$ cat src/rtl/key_repeat_ctrl_if.sv
// Key event bus: raw key level in; debounced level and press/release pulses out.
interface key_repeat_ctrl_if;
  logic key_i;
  logic held_o;
  logic press_o;
  logic release_o;

  modport master (output key_i, input held_o, press_o, release_o);
  modport slave  (input key_i, output held_o, press_o, release_o);
endinterface

$ cat src/rtl/key_repeat_ctrl.sv
// Push-button conditioner: synchronize, debounce, then emit a press pulse
// followed by optional auto-repeat pulses while the key stays held.
module key_repeat_ctrl #(
  parameter int unsigned DEBOUNCE_CYCLES = 16,
  parameter int unsigned REPEAT_DELAY    = 64,
  parameter int unsigned REPEAT_RATE     = 16,
  parameter int unsigned REPEAT_EN       = 1
) (
  input  logic              clk_i,
  input  logic              rst_i,
  key_repeat_ctrl_if.slave  bus
);

  localparam int unsigned DW   = (DEBOUNCE_CYCLES >= 1) ? $clog2(DEBOUNCE_CYCLES + 1) : 1;
  localparam int unsigned TMAX = (REPEAT_DELAY > REPEAT_RATE) ? REPEAT_DELAY : REPEAT_RATE;
  localparam int unsigned TW   = (TMAX >= 1) ? $clog2(TMAX + 1) : 1;
  localparam logic [DW-1:0] DEB_LAST  = DW'(DEBOUNCE_CYCLES - 1);
  localparam logic [TW-1:0] DLY_LAST  = TW'(REPEAT_DELAY - 1);
  localparam logic [TW-1:0] RATE_LAST = TW'(REPEAT_RATE - 1);
  localparam bit            RPT_ON    = (REPEAT_EN != 0);

  if (DEBOUNCE_CYCLES < 1 || REPEAT_DELAY < 1 || REPEAT_RATE < 1 || REPEAT_EN > 1) begin : g_param_check
    $error("key_repeat_ctrl: counts must be >= 1 and REPEAT_EN must be 0 or 1");
  end

  typedef enum logic [1:0] {IDLE, DELAY, REPEAT} state_t;

  logic          sync_meta;
  logic          sync_q;
  logic [DW-1:0] deb_cnt_q;
  logic          held_q;
  logic          press_q;
  logic          release_q;
  logic [TW-1:0] timer_q;
  state_t        state_q;

  logic          press_d;
  logic          release_d;
  logic [TW-1:0] timer_d;
  state_t        state_d;

  logic differ_c;
  logic deb_done_c;
  logic rise_c;
  logic fall_c;
  logic dly_hit_c;
  logic rate_hit_c;

  assign differ_c   = (sync_q != held_q);
  assign deb_done_c = differ_c && (deb_cnt_q == DEB_LAST);
  assign rise_c     = deb_done_c && sync_q;
  assign fall_c     = deb_done_c && !sync_q;
  assign dly_hit_c  = RPT_ON && (timer_q == DLY_LAST);
  assign rate_hit_c = (timer_q == RATE_LAST);

  // Two-flop synchronizer for the asynchronous key level.
  always_ff @(posedge clk_i or posedge rst_i) begin
    if (rst_i) begin
      sync_meta <= 1'b0;
      sync_q    <= 1'b0;
    end else begin
      sync_meta <= bus.key_i;
      sync_q    <= sync_meta;
    end
  end

  // Debounce: accept a new level only after DEBOUNCE_CYCLES consecutive differing cycles.
  always_ff @(posedge clk_i or posedge rst_i) begin
    if (rst_i) begin
      deb_cnt_q <= '0;
      held_q    <= 1'b0;
    end else if (!differ_c) begin
      deb_cnt_q <= '0;
    end else if (deb_done_c) begin
      deb_cnt_q <= '0;
      held_q    <= sync_q;
    end else begin
      deb_cnt_q <= deb_cnt_q + DW'(1);
    end
  end

  always_ff @(posedge clk_i or posedge rst_i) begin
    if (rst_i) state_q <= IDLE;
    else       state_q <= state_d;
  end

  // Debounced release dominates every state, so it also suppresses a coincident repeat.
  always_comb begin
    state_d = state_q;
    if (fall_c) begin
      state_d = IDLE;
    end else begin
      case (state_q)
        IDLE:    if (rise_c)    state_d = DELAY;
        DELAY:   if (dly_hit_c) state_d = REPEAT;
        REPEAT:  state_d = REPEAT;
        default: state_d = IDLE;
      endcase
    end
  end

  always_comb begin
    press_d   = 1'b0;
    release_d = 1'b0;
    timer_d   = timer_q;
    if (fall_c) begin
      release_d = 1'b1;
      timer_d   = '0;
    end else begin
      case (state_q)
        IDLE: begin
          timer_d = '0;
          if (rise_c) press_d = 1'b1;
        end
        DELAY: begin
          if (dly_hit_c) begin
            press_d = 1'b1;
            timer_d = '0;
          end else if (RPT_ON) begin
            timer_d = timer_q + TW'(1);
          end
        end
        REPEAT: begin
          if (rate_hit_c) begin
            press_d = 1'b1;
            timer_d = '0;
          end else begin
            timer_d = timer_q + TW'(1);
          end
        end
        default: timer_d = '0;
      endcase
    end
  end

  always_ff @(posedge clk_i or posedge rst_i) begin
    if (rst_i) begin
      press_q   <= 1'b0;
      release_q <= 1'b0;
      timer_q   <= '0;
    end else begin
      press_q   <= press_d;
      release_q <= release_d;
      timer_q   <= timer_d;
    end
  end

  assign bus.held_o    = held_q;
  assign bus.press_o   = press_q;
  assign bus.release_o = release_q;

endmodule
$ cat src/flat_wrapper.sv
// flat-port wrapper written by rule: the top's interface ports become plain ports
module key_repeat_ctrl_flat 
#(
  parameter int unsigned DEBOUNCE_CYCLES = 16,
  parameter int unsigned REPEAT_DELAY    = 64,
  parameter int unsigned REPEAT_RATE     = 16,
  parameter int unsigned REPEAT_EN       = 1
)
  (clk_i, rst_i, bus_key_i, bus_held_o, bus_press_o, bus_release_o);
  key_repeat_ctrl_if bus_i ();
  input  logic clk_i;
  input  logic rst_i;
  input wire logic [$bits(bus_i.key_i)-1:0] bus_key_i;
  output wire logic [$bits(bus_i.held_o)-1:0] bus_held_o;
  output wire logic [$bits(bus_i.press_o)-1:0] bus_press_o;
  output wire logic [$bits(bus_i.release_o)-1:0] bus_release_o;
  assign bus_i.key_i = bus_key_i;
  assign bus_held_o = bus_i.held_o;
  assign bus_press_o = bus_i.press_o;
  assign bus_release_o = bus_i.release_o;
  key_repeat_ctrl #(.DEBOUNCE_CYCLES(DEBOUNCE_CYCLES), .REPEAT_DELAY(REPEAT_DELAY), .REPEAT_RATE(REPEAT_RATE), .REPEAT_EN(REPEAT_EN)) u_core (.clk_i(clk_i), .rst_i(rst_i), .bus(bus_i));
endmodule
$ cat config.mk
export PLATFORM = sky130hd
export DESIGN_NAME = key_repeat_ctrl_flat
export DESIGN_NICKNAME = d
export VERILOG_FILES = /design/src/rtl/key_repeat_ctrl_if.sv /design/src/rtl/key_repeat_ctrl.sv /design/src/flat_wrapper.sv
export SDC_FILE = /design/constraint.sdc
export NUM_CORES = 1
export LEC_CHECK = 0
export ABC_AREA = 1
export BUFFER_PORTS_ARGS = -buffer_cell sky130_fd_sc_hd__buf_2
export CORE_ASPECT_RATIO = 1.2
export CORE_UTILIZATION = 35
export CTS_CLUSTER_SIZE = 12
export DETAILED_ROUTE_END_ITERATION = 8
export GPL_TIMING_DRIVEN = 0
export PLACE_DENSITY_LB_ADDON = 0.08
export RECOVER_POWER = 100
export REMOVE_ABC_BUFFERS = 1
export SLEW_MARGIN = 20
export SYNTH_ARGS = -nofsm -noshare
export SYNTH_HDL_FRONTEND = slang
export SYNTH_SLANG_ARGS = --single-unit
$ cat constraint.sdc
create_clock -name clk_i -period 1.4 [get_ports clk_i]
set_input_delay 0 -clock clk_i [delete_from_list [all_inputs] [get_ports clk_i]]
set_output_delay 0 -clock clk_i [all_outputs]
set_load 0.01 [all_outputs]
==> run metrics, run 1 <==
run status=finished clean; final instance area=about 0.0011 mm^2; Pleak=~0.55 nW; CTS tree=built; Crit path arrival time=1.48 ns; Initial Utilization=38.0%; Final Hold Viols=0; Yosys top cell by area=dfrtp_1; layout cells sized above 1=between 20% and 30%; drt drc=0; H-tree depth=1; HPWL Detailed=around 1100 um; largest net degree at the start of global routing=20; Top Ports=6; vias post-DR=662; Fillers=between 200 and 300; wl on met1=just over 700 um; cts bufs inserted=3; Switching Share=roughly 22%; vias in the first global route=~630; row count=20; Syn Inst Count=106; Cell Area, Synth=997 um^2; Synth top cells by count=dfrtp_1 (19), nand2_1 (17), inv_1 (14), nor2_1 (9); Cell Area, Placed=around 0.0011 mm^2; Tmin final=between 1 and 1.5 ns; pwr/cell area=just under 800 mW/mm^2; clock latency on the worst-skew pair=0.29 ns; drt first pass iters=4; die area=0.00307 mm^2; chip width=~51 um; top-count cell post-synth=dfrtp_1; Clock transition at path regs=~0.10 ns; clock share of power=between 30% and 40%; CTS Sinks=19; antenna violations before repair=0; Routed Antenna Nets=0; Yosys top cell area share=a little under half; Peak Freq=about 770 MHz; register share of total power=between 60% and 70%; Startpoint Class=flip-flop; storage element area=~480 um^2; first-pass GRT wire length=about 2600 um; clock skew=~0.0040 ns; area delta synth->final=12.7%; # nets final=roughly 130; worst-margin pin slew=roughly 0.74 ns; mean number of vias per cell=between 4 and 5; GPL Wtd Cong=~0.83; # port buffers=5; chip height=60.5 um; root buffer cell=clkbuf_4; worst min path class=input port to flip-flop; MaxCap Viol Count=0; first-iteration detailed-routing DRC count=15; Primary FF master, synth=dfrtp_1; highest metal used=met4; CP Class=flip-flop to flip-flop; Netlist cell types=21; slew margin rel.=about half; drt wl/cell=roughly 10 um; worst-path fanout max=6; syn avg cell area=between 9 and 10 um^2; Final Cycle Share=between 90% and 100%; Worst EP required=between 1.5 and 2 ns; grt ovf=0; ranking of synthesized cells by area=dfrtp_1 (48%), ha_1 (7.5%), nand2_1 (6.4%); Comb power frac=between 4 and 5%; Internal Power=~680 uW; Finish-stage setup viols=0; Final WS setup=approximately 0.10 ns; Setup crit end kind=flip-flop; Post-Place Setup Slack=0.0720 ns; sequential element share of the synthesized area=about 48%; CORE AREA=approximately 0.0026 mm^2; Async SR Flop Fraction=between 90% and 100%; synth warn=0; net switching power=192 uW; total track usage=roughly 12%; multi-input logic area=approximately 470 um^2; Max clock buf depth=2; metal2 WL=767 um; Met3 Routed Length=32 um; Slew Viols, Final=0; Antenna Cells=0; #FFs+latches synth=19; DRT Wirelength=about 1600 um; EDFF count, synth=0; Max VDD drop=~0.43 mV
flip-flops by register name (all words and copies together), names as in the netlist:
register,count
u_core.bus.held_o,1
u_core.sync_meta,1
u_core.timer_q,7
u_core.bus.press_o,1
u_core.state_q,2
u_core.sync_q,1
u_core.bus.release_o,1
u_core.deb_cnt_q,5
critical path: stages (launching register included):
cell and delay (ns):
dfrtp_1 0.39, ha_2 0.21, nand2_2 0.06, nor2_4 0.11, nand4_4 0.14, nand2_4 0.11, inv_2 0.04, nand2_4 0.09
nor2_2 0.04
worst paths after layout:
path / start / to / slack [ns] / cells after the start
setup / recovery: u_core.deb_cnt_q[0] / u_core.timer_q[4] / 0.10 / 8
hold / removal: bus_key_i / u_core.sync_meta / 0.36 / 2
setup reg to reg: u_core.deb_cnt_q[0] / u_core.timer_q[4] / 0.10 / 8
hold reg to reg: u_core.sync_meta / u_core.sync_q / 0.37 / 0
max in group asynchronous: rst_i / u_core.deb_cnt_q[4] / 0.56 / 3
min in group asynchronous: rst_i / u_core.timer_q[5] / 0.37 / 3
timing repair:
| action | 4_1_cts | 5_1_grt |
|---|---|---|
| endpoints found under the hold margin | 20 | 0 |
| setup buffers | 0 | 1 |
| endpoints found under the setup margin | 0 | 7 |
| resized for setup | 0 | 3 |
| hold buffers | 2 | 0 |
placed cells by master, fill, tap and decap left out, drive strengths merged:
cell type    count
nand2           24
dfrtp           19
inv             17
nor2            17
nand3            8
clkbuf           7
ha               6
xor2             5
a21oi            3
buf              3
o21ai            3
dlygate4sd3      2
nand4            2
xnor2            1
nor3             1
power groups by stage:
stage	registers, mW	logic, mW	clock network [mW]
floorplan	0.575	0.0247	0
finish	0.566	0.0361	0.272
CTS	0.566	0.0381	0.294
global route	0.568	0.0431	0.314
detailed placement	0.576	0.0337	0
global placement	0.576	0.0334	0
layout make-up:
type	count	share of cell area [%]
clock buffer	4	2.34
inverter	17	5.68
multi-input combinational	70	41.6
sequential	19	42.3
tap	33	3.67
timing repair buffer	8	4.34
per-layer routing:
metal | GRT usage, % | vias up
met5 | 0 | -
met4 | 5.95 | 0
met3 | 2.26 | 4
met2 | 21.5 | 8
met1 | 14.1 | 301
li1 | - | 349
through the flow:
stage | std cells | TNS (ns) | util, % | hold slack [ns] | total power [mW]
after detailed placement | 144 | 0 | 40.5 | 0.110 | 0.610
after CTS | 150 | 0 | 42.2 | 0.346 | 0.898
after global routing | 151 | -0.0127 | 42.8 | 0.358 | 0.926
final | 151 | 0 | 42.8 | 0.356 | 0.874
after floorplan | 106 | 0 | - | -0.0489 | 0.599
after global placement | 144 | 0 | 40.5 | 0.110 | 0.610
cells by family (layout without fill, tap and decap cells):
kind of cell	count (synthesis)	after routing	share of synthesized area, %
xor gates and xnor gates	6	6	5.27
adders and majority gates	6	6	7.53
AOI/OAI and AO/OA	6	6	4.14
buffers and inverters	17	29	6.40
DFF	19	19	47.7
and+or+nand+nor	52	52	29.0
No activity file was read; power rests on OpenSTA's default activity.
==> inputs of run 2 (changes only) <==
PLACE_DENSITY_LB_ADDON = default   (was 0.08)
RECOVER_POWER = default   (was 100)
==> run 2 against run 1 <==
Combinational power rose by 10%. Flip-flop and latch count did not move. Total power rose by 1.2%. Maximum frequency rose by 0.54%. Critical path type unchanged. Largest cell class is now multi-input gates. Highest routed layer unchanged.
==> run metrics, run 2 (synthesis gave the netlist of run 1 again) <==
Startpoint Class=flip-flop; Clock transition at path regs=0.10 ns (about the same); antenna violations before repair=0 (unchanged); GPL Wtd Cong=0.843 (+1.2%); grt ovf=0 (unchanged); area delta synth->final=14.1%; reg2reg path depth=8 (unchanged); Crit path arrival time=1.48 ns (about the same); final cell count without fillers=150 (-0.66%); Routed Antenna Nets=0 (unchanged); MaxCap Viol Count=0 (unchanged); Util after Layout=43.3% (+0.52 points); Setup crit end kind=flip-flop; drt wl/cell=10.4 um (+1.1%); max FFs per register=7 (unchanged); Hold EP=u_core.sync_meta; Peak Freq=775 MHz (+0.54%); drt first pass iters=4 (unchanged); Max VDD drop=0.437 mV (+1.2%); vias in the first global route=700 (+11%); CP max stage delay=0.43 ns (+0.04 ns); chip height=60.5 um (unchanged); H-tree depth=1 (unchanged); largest net degree at the start of global routing=20 (unchanged); Top Ports=6 (unchanged); hold path cells=2 (unchanged); wl on met1=758 um (+5.0%); worst-path fanout max=5 (-1); Worst EP required=1.59 ns (about the same); pwr/cell area=778 mW/mm^2 (about the same); Sum Neg Setup Slack=0 ns (unchanged); run status=finished clean; most common cell after layout, fill and taps aside=dfrtp_1; most frequent cells in the layout=dfrtp_1 (19), nand2_1 (17), inv_1 (14), nor2_2 (8), nor2_1 (8); # port buffers=5 (unchanged); clock latency on the worst-skew pair=0.29 ns (about the same); drt drc=0 (unchanged); Crit path top cell by count=nand2_4; die area=0.00307 mm^2 (unchanged); Reg-to-Reg End=u_core.timer_q[0]; Final Hold Viols=0 (unchanged); R2R Setup Slk=0.11 ns (about the same); CORE AREA=0.00263 mm^2 (unchanged); Slowest cell on crit path=dfrtp_1; Initial Utilization=38.0% (unchanged); metal2 WL=756 um (-1.4%); placed cells=144 (unchanged); # nets final=127 (-0.78%); slew margin rel.=50.4% (about the same); Finish-stage setup viols=0 (unchanged); vias post-DR=669 (+1.1%); Slew Viols, Final=0 (unchanged); Critical R2R Launch=u_core.timer_q[0]; worst min path class=input port to flip-flop; crit path cell chain=ha_4, nand3_2, inv_2, nand2_2, nand2_4, o21ai_4, nand2_4, nor2_2; mean number of vias per cell=4.46 (+1.7%); CTS tree=built; Met3 Routed Length=24 um (-25%); cts bufs inserted=3 (unchanged); clock skew=0.00796 ns (+0.00396 ns); postcts setup bufs=0 (unchanged); Biggest register=u_core.timer_q; DRT Wirelength=1560 um (+0.39%); worst-margin pin slew=0.743 ns (-0.000605 ns); HP Start=bus_key_i; total track usage=12.7% (+0.57 points); chip width=50.7 um (unchanged); CTS Sinks=19 (unchanged); Max clock buf depth=2 (unchanged); row count=20 (unchanged); Final Cycle Share=92.2% (-0.49 points); Tmin final=1.29 ns (-0.00692 ns); first-iteration detailed-routing DRC count=20 (+5); HPWL Detailed=1150 um (+2.9%); first-pass GRT wire length=2910 um (+9.9%); highest metal used=met4; Antenna Cells=0 (unchanged); layout cells sized above 1=27.4% (+3.6 points); root buffer cell=clkbuf_4; top flop regs=u_core.timer_q (7), u_core.deb_cnt_q (5), u_core.state_q (2); CP Class=flip-flop to flip-flop; Pleak=0.555 nW (+1.5%); crit path launch=u_core.timer_q[0]
-- run 2: cell types whose count changed in the layout (fill, tap and decap cells not counted), sizes merged --
cell,change
clkbuf,-3
buf,+2
-- run 2: repair_timing --
action	4_1_cts	5_1_grt
gates resized for setup	0	5
hold buffers	2	0
hold endpoints to repair	20	0
setup endpoints to repair	0	9
-- run 2: stage by stage --
stage | setup WS [ns] | power, mW | cell area [um^2] | hold slack [ns]
after floorplan | 0.195 | 0.599 | 997 | -0.0489
after global placement | 0.0976 | 0.608 | 1060 | 0.119
after detailed placement | 0.0684 | 0.611 | 1060 | 0.122
after CTS | 0.0541 | 0.893 | 1110 | 0.350
after global routing | -0.00261 | 0.924 | 1140 | 0.371
final | 0.109 | 0.885 | 1140 | 0.358
-- run 2: worst max-delay path, delay by kind of cell (launching register included) --
kind	cells	cell delay [ns]
and+or+nand+nor	5	0.42
adders and majority gates	1	0.16
AOI/OAI and AO/OA	1	0.07
buffers and inverters	1	0.09
DFF	1	0.43
-- run 2: cell type report --
class / instances / area [um^2]
multi-input cells: 70 / 485
flip-flops and latches: 19 / 475
repair buffers: 7 / 45.0
clock buffers: 4 / 26.3
well taps: 33 / 41.3
inverters: 17 / 63.8
fillers: 257 / 1490
-- run 2: worst max-delay path by stage --
stage | endpoint | slack [ns]
2_1_floorplan | u_core.timer_q[4] | 0.20
3_3_place_gp | u_core.timer_q[5] | 0.1
3_5_place_dp | u_core.timer_q[0] | 0.07
5_1_grt | u_core.state_q[1] | -0.003
6_report | u_core.timer_q[0] | 0.11
4_1_cts | u_core.timer_q[0] | 0.05
-- run 2: power breakdown --
| group | internal (mW) | switching, mW | total, mW |
|---|---|---|---|
| logic | 0.0158 | 0.0240 | 0.0398 |
| registers | 0.558 | 0.00937 | 0.568 |
| clock network | 0.111 | 0.167 | 0.277 |
| total | 0.685 | 0.200 | 0.885 |
-- run 2: metal layers --
| metal | up-vias | track usage [%] |
|---|---|---|
| li1 | 346 | - |
| met1 | 313 | 14.2 |
| met2 | 6 | 24.0 |
| met3 | 4 | 2.26 |
| met4 | 0 | 4.76 |
| met5 | - | 0 |
==> inputs of run 3 (changes only) <==
ABC_AREA = default   (was 1)
CORE_UTILIZATION = 45   (was 35)
clock period = 1.2 ns   (was 1.4 ns; I/O delays follow)
==> run 3 against run 2 <==
The flow now finishes with violations (negative setup slack). Synthesized cell count down 23%. Register-to-register slack worse by 0.36 ns. Via count down 3.1%. Flip-flop and latch count unchanged. Count of clock-buffer cells in the layout unchanged. Non-clock buffer count up 15. Die area down 30%. Largest power group unchanged.
==> run metrics, run 3 <==
run status=finished, violations left; failing checks=negative setup slack; top-count cell post-synth=dfrtp_1; worst min path class=input port to asynchronous set/reset pin; DRT Wirelength=1660 um (+6.9%); Max clock buf depth=2 (unchanged); Yosys top cell area share=54.1% (+6.4 points); max FFs per register=7 (unchanged); drt first pass iters=3 (-1); ranking of synthesized cells by area=dfrtp_1 (54%), ha_1 (8.5%), nor2_1 (6.4%); # port buffers=5 (unchanged); Slew Viols, Final=0 (unchanged); Netlist cell types=24 (+14%); Finish-stage setup viols=14 (+14); # nets final=118 (-7.1%); Util after Layout=68.3% (+25 points); grt ovf=0 (unchanged); Crit path arrival time=1.64 ns (+0.16 ns); chip height=50.4 um (-17%); total track usage=16.9% (+4.2 points); Primary FF master, synth=dfrtp_1; GPL Wtd Cong=0.763 (-9.5%); CP Class=flip-flop to flip-flop; first-iteration detailed-routing DRC count=3 (-85%); pwr/cell area=837 mW/mm^2 (+7.6%); Pleak=0.552 nW (-0.60%); area delta synth->final=42.0%; root buffer cell=clkbuf_4; first-pass GRT wire length=2640 um (-9.5%); row count=17 (-15%); clock skew=0.00688 ns (-0.00109 ns); clock latency on the worst-skew pair=0.29 ns (about the same); Async SR Flop Fraction=100% (unchanged); Max VDD drop=0.739 mV (+69%); most frequent cells in the layout=dfrtp_1 (19), buf_4 (13), nor2_1 (10), inv_1 (5), buf_2 (5); HPWL Detailed=967 um (-16%); worst-margin pin slew=0.712 ns (-0.0315 ns); Startpoint Class=flip-flop; chip width=42.4 um (-16%); synth warn=0 (unchanged); vias in the first global route=638 (-8.9%); Antenna Cells=0 (unchanged); RSZ-0062 raised after global routing=yes; cts bufs inserted=3 (unchanged); antenna violations before repair=0 (unchanged); Cell Area, Synth=880 um^2 (-12%); CTS Sinks=19 (unchanged); Tmin final=1.45 ns (+0.161 ns); multi-input logic area=526 um^2 (+8.2%); slew margin rel.=52.5% (+2.1 points); drt drc=0 (unchanged); mean number of vias per cell=5.10 (+14%); Final WS setup=-0.251 ns (-0.361 ns); syn avg cell area=10.7 um^2 (+14%); storage element area=475 um^2 (unchanged); Yosys top cell by area=dfrtp_1; CORE AREA=0.00183 mm^2 (-30%); Peak Freq=689 MHz (-11%); top flop regs=u_core.timer_q (7), u_core.deb_cnt_q (5), u_core.state_q (2); drt wl/cell=13.1 um (+26%); Fillers=146 (-43%); Top Ports=6 (unchanged); layout cells sized above 1=42.6% (+15 points); Synth top cells by count=dfrtp_1 (19), nor2_1 (15), inv_1 (8), ha_1 (6), xnor2_1 (5); reg2reg path depth=5 (-3); H-tree depth=1 (unchanged); largest net degree at the start of global routing=20 (unchanged); worst-path fanout max=6 (+1); EDFF count, synth=0 (unchanged); Clock transition at path regs=0.11 ns (about the same); vias post-DR=648 (-3.1%); Syn Inst Count=82 (-23%); Final Hold Viols=0 (unchanged); die area=0.00214 mm^2 (-30%); most common cell after layout, fill and taps aside=dfrtp_1; Initial Utilization=48.1% (+10 points); #FFs+latches synth=19 (unchanged); Setup crit end kind=flip-flop; CTS tree=built; Biggest register=u_core.timer_q; Final Cycle Share=121% (+29 points); Tot Pwr=1.05 mW (+18%); sequential element share of the synthesized area=54.1% (+6.4 points); MaxCap Viol Count=0 (unchanged); Post-Place Setup Slack=-0.447 ns (-0.516 ns); Worst EP required=1.38 ns (-0.21 ns); Routed Antenna Nets=0 (unchanged)
-- run 3: changes by cell type after synthesis, moves of 3 or more --
| cell | delta |
|---|---|
| nor2_1 | +6 |
| nand3_1 | -4 |
| inv_1 | -6 |
| xnor2_1 | +4 |
| nand2_2 | -4 |
| inv_2 | -3 |
| nor2_2 | -7 |
| nand2_1 | -13 |
| nand2_4 | -3 |
-- run 3: logic make-up (layout without fill, tap and decap cells) --
| logic type | after synthesis | count (layout) | synth area share, % |
|---|---|---|---|
| flip-flops | 19 | 19 | 54.1 |
| buffers and inverters | 8 | 34 | 3.41 |
| AO/OA/AOI/OAI | 7 | 7 | 6.68 |
| adder cells (fa/ha/maj) | 6 | 6 | 8.53 |
| multiplexers | 1 | 1 | 1.14 |
| AND/OR/NAND/NOR | 33 | 33 | 18.2 |
| XOR/XNOR | 8 | 8 | 7.97 |
-- run 3: stage by stage --
step	hold slack (ns)	cells	TNS (ns)	area, um^2
2_1_floorplan	-0.0489	82	-2.29	880
3_3_place_gp	0.110	106	-4.32	928
3_5_place_dp	0.112	106	-4.53	928
4_1_cts	0.347	119	-2.96	1110
5_1_grt	0.334	127	-4.07	1250
6_report	0.354	127	-2.60	1250
-- run 3: layout make-up --
class / count / area share, %
tap: 19 / 1.90
sequential: 19 / 38.1
inverter: 8 / 2.61
timing repair buffer: 22 / 13.2
multi-input combinational: 55 / 42.1
clock buffer: 4 / 2.10
-- run 3: path summary, 6_finish.rpt --
kind	from	end	slack [ns]
hold / removal	rst_i	u_core.timer_q[5]	0.35
setup reg to reg	u_core.timer_q[1]	u_core.timer_q[5]	-0.25
max in group asynchronous	rst_i	u_core.deb_cnt_q[1]	0.40
min in group clk_i	bus_key_i	u_core.sync_meta	0.35
setup / recovery	u_core.timer_q[1]	u_core.timer_q[5]	-0.25
hold reg to reg	u_core.sync_meta	u_core.sync_q	0.37
-- run 3: metal layers --
metal / part of all wire [%] / GRT usage (%) / vias to the layer above
met5: 0 / 0 / -
met4: 0.60 / 7.81 / 0
met3: 1.3 / 4.32 / 2
met2: 54 / 31.0 / 4
met1: 44 / 17.5 / 319
li1: - / - / 323
-- run 3: what timing repair did --
action	4_1_cts	5_1_grt
setup endpoints to repair	15	15
pin swaps	13	13
hold endpoints to repair	20	0
buffers inserted	7	8
resized for setup	15	18
hold buffers	2	0
-- run 3: worst max-delay path, stage by stage (launching register included) --
cell	delay (ns)
dfrtp_1	0.40
ha_4	0.16
nand3_4	0.08
o41a_1	0.37
o211ai_4	0.26
nor2_1	0.08
-- run 3: where the power goes --
| part | internal [mW] | switching [mW] |
|---|---|---|
| logic | 0.0331 | 0.0319 |
| registers | 0.652 | 0.0118 |
| clock network | 0.129 | 0.188 |
| total | 0.814 | 0.231 |
